<file path="src/rtl/alarm_key_ctrl.sv">
// Alarm clock keypad controller: collects up to four digits from the keypad,
// then loads them into the alarm or current-time register on a button press.
// Entry is abandoned after TIMEOUT_SEC seconds without a new key.
module alarm_key_ctrl #(
  parameter int unsigned TIMEOUT_SEC = 10,
  parameter logic [3:0]  NOKEY       = 4'd10
) (
  input  logic       clock,
  input  logic       reset,
  input  logic       one_second,
  input  logic [3:0] key,
  input  logic       alarm_button,
  input  logic       time_button,
  output logic       shift,
  output logic       load_new_a,
  output logic       load_new_c,
  output logic       show_new_time,
  output logic       show_a,
  output logic       key_clear,
  output logic [2:0] digit_cnt
);

  localparam int unsigned SecW = $clog2(TIMEOUT_SEC + 1);
  localparam logic [SecW-1:0] SecMax = SecW'(TIMEOUT_SEC);

  typedef enum logic [2:0] {
    StShowTime,
    StKeyStored,
    StKeyWaited,
    StKeyEntered,
    StShowAlarm,
    StSetAlarm,
    StSetTime
  } state_e;

  state_e          state_q, state_d;
  logic [2:0]      digit_cnt_q, digit_cnt_d;
  logic [SecW-1:0] sec_cnt_q, sec_cnt_d;
  logic            key_clear_q, key_clear_d;
  logic            key_valid;
  logic            timeout;
  logic            four_digits;

  // Only digit codes count as a key press; the designated no-key code never does.
  assign key_valid   = (key != NOKEY) && (key <= 4'd9);
  assign timeout     = (sec_cnt_q == SecMax);
  assign four_digits = (digit_cnt_q == 3'd4);

  // Next-state decode.
  always_comb begin
    state_d = state_q;
    unique case (state_q)
      StShowTime: begin
        if (alarm_button)   state_d = StShowAlarm;
        else if (key_valid) state_d = StKeyStored;
      end
      StShowAlarm: begin
        if (!alarm_button) state_d = StShowTime;
      end
      StKeyStored: state_d = StKeyWaited;
      StKeyWaited: begin
        // Timeout wins even while a key is still held down.
        if (timeout)         state_d = StShowTime;
        else if (!key_valid) state_d = StKeyEntered;
      end
      StKeyEntered: begin
        if (timeout)                          state_d = StShowTime;
        else if (alarm_button && four_digits) state_d = StSetAlarm;
        else if (time_button && four_digits)  state_d = StSetTime;
        else if (key_valid)                   state_d = StKeyStored;
      end
      StSetAlarm: state_d = StShowTime;
      StSetTime:  state_d = StShowTime;
      default:    state_d = StShowTime;
    endcase
  end

  // Digit count, inactivity timer and key_clear strobe follow the state transition.
  always_comb begin
    digit_cnt_d = digit_cnt_q;
    if ((state_q == StKeyStored) && !four_digits) digit_cnt_d = digit_cnt_q + 3'd1;
    if (state_d == StShowTime) digit_cnt_d = 3'd0;

    // Timer runs only in the waiting states; any other next state clears it, so a
    // newly taken key restarts the inactivity window.
    sec_cnt_d = '0;
    if ((state_d == StKeyWaited) || (state_d == StKeyEntered)) begin
      sec_cnt_d = sec_cnt_q;
      if (one_second && !timeout) sec_cnt_d = sec_cnt_q + SecW'(1);
    end

    key_clear_d = (state_d == StShowTime) &&
                  ((state_q == StKeyWaited) || (state_q == StKeyEntered) ||
                   (state_q == StSetAlarm)  || (state_q == StSetTime));
  end

  // State and counter registers.
  always_ff @(posedge clock or negedge reset) begin
    if (!reset) begin
      state_q     <= StShowTime;
      digit_cnt_q <= 3'd0;
      sec_cnt_q   <= '0;
      key_clear_q <= 1'b0;
    end else begin
      state_q     <= state_d;
      digit_cnt_q <= digit_cnt_d;
      sec_cnt_q   <= sec_cnt_d;
      key_clear_q <= key_clear_d;
    end
  end

  // Moore outputs.
  always_comb begin
    shift         = (state_q == StKeyStored);
    load_new_a    = (state_q == StSetAlarm);
    load_new_c    = (state_q == StSetTime);
    show_new_time = (state_q == StKeyStored) || (state_q == StKeyWaited) ||
                    (state_q == StKeyEntered);
    show_a        = (state_q == StShowAlarm);
  end

  assign key_clear = key_clear_q;
  assign digit_cnt = digit_cnt_q;

endmodule

</file>
<file path="config.mk">
export PLATFORM = sky130hd
export DESIGN_NAME = alarm_key_ctrl
export DESIGN_NICKNAME = d
export VERILOG_FILES = /design/src/rtl/alarm_key_ctrl.sv
export SDC_FILE = /design/constraint.sdc
export NUM_CORES = 1
export LEC_CHECK = 0
export ABC_CLOCK_PERIOD_IN_PS = 1700
export BUFFER_PORTS_ARGS = -buffer_cell sky130_fd_sc_hd__buf_2
export CAP_MARGIN = 20
export CORE_MARGIN = 1.5
export CORE_UTILIZATION = 50
export DETAILED_ROUTE_END_ITERATION = 8
export GPL_ROUTABILITY_DRIVEN = 0
export PLACE_DENSITY = 0.86
export SYNTH_ARGS = -nofsm -noshare
export SYNTH_HDL_FRONTEND = slang
export SYNTH_SLANG_ARGS = --single-unit
</file>
<file path="constraint.sdc">
create_clock -name clock -period 1.7 [get_ports clock]
set_input_delay 0.17 -clock clock [delete_from_list [all_inputs] [get_ports clock]]
set_output_delay 0.17 -clock clock [all_outputs]
set_load 0.01 [all_outputs]
</file>
Word level (Yosys, flattened, before mapping) --
Cells that the tools add are included.
Storage, ports and cells: latch bits 0, word-level logic and storage cells 49, output and inout bits 9, bits in registers 11, RAM bits 0, memories 0, bits in read-only memories 0
Cells by class: reductions and logical operators 17, divide/modulo/power cells 0, bitwise logic cells 0, add/sub/neg operators 2, shifts and indexed selects 0, mux-type cells 13, eq/ne operators 12, multipliers 0, $lt $le $gt $ge 1
Operators by type and width (number):
- 3-bit 2-to-1 mux | 10
- 3-bit one-hot mux with 5 select lines | 1
- 3-bit by 2-bit == test with 1-bit output (second input constant) | 4
- 3-bit == test (second input constant) | 4
- 4-bit 2-to-1 mux | 2
- 1-bit logical AND | 6
- 3-bit zero test | 2
- 1-bit logical OR | 6
- 4-bit by 1-bit adder with 4-bit output (second input constant) | 1
- 4-bit == test (second input constant) | 1
- 4-bit <= comparator (second input constant) | 1
- 4-bit inequality test (second input constant) | 1
- 3-bit by 1-bit adder with 3-bit output (second input constant) | 1
- 3-bit by 1-bit == test with 1-bit output (second input constant) | 1
- 1-bit zero test | 2
- 2-bit by 1-bit inequality test with 1-bit output (second input constant) | 1
- 2-bit nonzero test | 1

Depth between registers and ports, before layout --
depth after elaboration 10, depth in mapped cells 7

Worst setup path after synthesis --
OpenSTA, ideal clock, no wires.
kind register to register, start point register digit_cnt_q[0], in the netlist digit_cnt[0], end point register key_clear_q, in the netlist key_clear, data arrival time 1.457 ns, library setup time 0.122 ns, stages on the path, launching flop included 7, data required time 1.578 ns, setup slack 0.120 ns, buffers on the path 0, path through dfrtp_1 -> inv_1 -> ha_1 -> and3_1 -> and3b_1 -> o31a_1 -> nor3b_1
Between the ends: word-level cells in the longest chain between the ends 8
Ends and longest elaborated chain:
- start: declaration | line 37 | logic [2:0] digit_cnt_q, digit_cnt_d;
- start signal: assignment | line 106 | digit_cnt_q <= digit_cnt_d;
- 3-bit == test * | line 47 | assign four_digits = (digit_cnt_q == 3'd4);
- 1-bit logical AND | line 69 | else if (time_button && four_digits) state_d = StSetTime;
- 3-bit 2-to-1 mux | line 69
- 3-bit 2-to-1 mux * | line 68 | else if (alarm_button && four_digits) state_d = StSetAlarm;
- 3-bit 2-to-1 mux * | line 67 | if (timeout) state_d = StShowTime;
- 3-bit one-hot mux with 5 select lines * | line 52 | unique case (state_q)
- 3-bit zero test * | line 92 | key_clear_d = (state_d == StShowTime) &&
- 1-bit logical AND * | line 92
- named net key_clear_d | line 39 | logic key_clear_q, key_clear_d;
- end signal: assignment | line 108 | key_clear_q <= key_clear_d;
- end: declaration | line 39
The timed path passes the listed nets; every way through them passes the cells marked *. A chain may end at the register's enable or synchronous reset.

Final worst setup path --
Ends and elaborated chain as after synthesis.

==> metrics <==
skew final about 0.0031 ns; Synth top area share around two fifths; initial DRC count 8; P per Cell Area ~1300 nW/um^2; initial core utilization a little over half; Metal-1 WL slightly above 600 um; top post-synthesis cells by area dfrtp_1, ha_1, xnor2_1; max_cap viols 0; clk buf depth 2; worst-margin pin slew around 0.34 ns; DRC violations left 0; layout cell share with drive strength beyond 1 33.7%; DR top layer met4; number of warnings issued by yosys 0; crit path cell chain inv_2 > ha_2 > and3_1 > and3b_1 > o31a_1 > nor3b_1; I/O Pins 18; CTS clk-pin slew, worst paths 0.06 ns; max incr delay on CP 0.38 ns; post-CTS setup buffer count 0; most frequent cell after synthesis dfrtp_1; crit path DAT roughly 1.8 ns; TNS Setup 0 ns; vias about 560; RSZ-0062 raised after global routing false; Post-Syn Area 697 um^2; gr usage total 20.0%; final number of setup-violating endpoints 0; worst min path class primary input to flop; core area 1300 um^2; GRT overflow 0; DR WL/cell ~12 um; Synth Instances a little over 70; Antenna diodes 0; Final Critical Period around 1.6 ns; CP required between 1.5 and 2 ns; Die Span Y between 40 and 50 um; CTS tree built; DP HPWL around 1000 um; Syn Nets 84; htree depth 1; Clock Sinks 11; number of synthesized flops with an enable pin 0; CTS Buf Count 3; FFs w/ async S/R, synth between 90% and 100%; synth cell count leaders dfrtp_1, inv_1, nand2_1; CP Class flop to flop; post-synth top area cell dfrtp_1; CP top delay family simple AND/OR/NAND/NOR gates; Avg Vias per Cell about 5.2; Clock Latency Late Sink around 0.26 ns; Layout area overhead 19.2%; Worst slew margin 77.1%; leakage power ~0.45 nW; R2R depth 6; First-pass DRT Iterations 4; wire length on met2 roughly 640 um; Crit Path Max Fanout 5; largest net degree at the start of global routing 12; Crit path depth 6; Pins Over Slew Limit 0; slowest CP cell dfrtp_1; first-pass GRT wire length between 2000 and 2500 um; Distinct cells, synth 28; Crit path buffers/inverters 1; Total Routed Length approximately 1300 um; post-layout util 63.8%; root buf cell clkbuf_4; sequential fraction of the synthesis area 39.5%; max frequency just over 0.6 GHz; Synth Flop Type dfrtp_1; vias in the first global route 513; peak supply drop ~0.73 mV; period utilization between 90% and 100%; Core Rows 13; Avg Inst Size Synth approximately 10 um^2; met3 wire length around 64 um; antenna-violating nets left 0; Yosys reg bits 11; Layout Nets 106; Hold Crit Depth 4; Die Area 1630 um^2; final hold violations 0; critical path startpoint category flop; nature of the critical path endpoint flop; port bufs 16; initial antenna violation count 0; die width roughly 40 um; status complete, no violations
-- routing by layer --
layer  vias to the layer above  GRT usage [%]
met1                       246           21.3
met3                         2           1.67
met4                         0           12.5
met2                        17           36.9
li1                        294              -
met5                         -              0
-- sequential cells by signal, indices dropped and copies added (netlist names) --
signal,count
sec_cnt_q,4
digit_cnt,3
state_q,3
key_clear,1
-- cell families after synthesis --
kind of cell / synth area share (%)
AOI/OAI and AO/OA: 11.1
xor gates and xnor gates: 7.54
adders and majority gates: 7.18
buffers and inverters: 5.39
DFF: 39.5
muxes: 1.44
and+or+nand+nor: 27.8
-- power by group --
part | leakage (nW) | switching, mW | internal [mW] | total (mW)
clock | 0.0150 | 0.0764 | 0.0905 | 0.167
combinational | 0.286 | 0.296 | 0.241 | 0.537
sequential | 0.149 | 0.0734 | 0.322 | 0.396
total | 0.450 | 0.445 | 0.654 | 1.10
-- final cells by class --
type                            count  area [um^2]
Clock buffer                        4         26.3
Multi-Input combinational cell     52          387
Timing Repair Buffer               18         97.6
Fill cell                         114          470
Inverter                            7         26.3
Sequential cell                    11          275
Tap cell                           15         18.8
-- final timing paths --
path	slack [ns]	endpoint	start
max in group asynchronous	1.20	state_q[2]	reset
max reg2reg	0.08	key_clear	digit_cnt[0]
min reg2reg	0.59	sec_cnt_q[1]	sec_cnt_q[1]
min in group asynchronous	0.30	sec_cnt_q[2]	reset
max	0.08	key_clear	digit_cnt[0]
min	0.28	sec_cnt_q[1]	one_second
-- tightest hold or removal path: stages --
cell,delay (ns)
buf_2,0.10
nand2_1,0.08
nand2_1,0.09
a211oi_2,0.06
-- layout by cell type (no fill, tap or decap), types with 2 or more instances in the layout --
master	instances
nor3_1	3
buf_2	16
and3_1	2
nand3_1	5
nand4_1	2
nor2_1	4
xor2_1	3
and2_1	2
clkbuf_4	3
nor3b_1	2
a31oi_1	4
inv_2	2
ha_1	3
dfrtp_1	11
nand2_1	6
inv_1	5
xnor2_1	3
-- repair_timing --
action	CTS	global route
hold buffers	1	0
endpoints found under the hold margin	11	0
endpoints found under the setup margin	0	4
gates resized for setup	0	2
-- per-stage QoR --
stage	cells	cell area (um^2)	setup WS [ns]	total power [mW]	hold WS [ns]
6_report	107	831	0.0793	1.10	0.277
3_5_place_dp	102	792	0.0779	0.934	0.0502
4_1_cts	107	828	0.0601	1.11	0.269
3_3_place_gp	102	792	0.117	0.915	0.0435
5_1_grt	107	831	0.00203	1.20	0.311
2_1_floorplan	71	697	0.120	0.779	-0.126
Power figures use the tool's default switching activity.
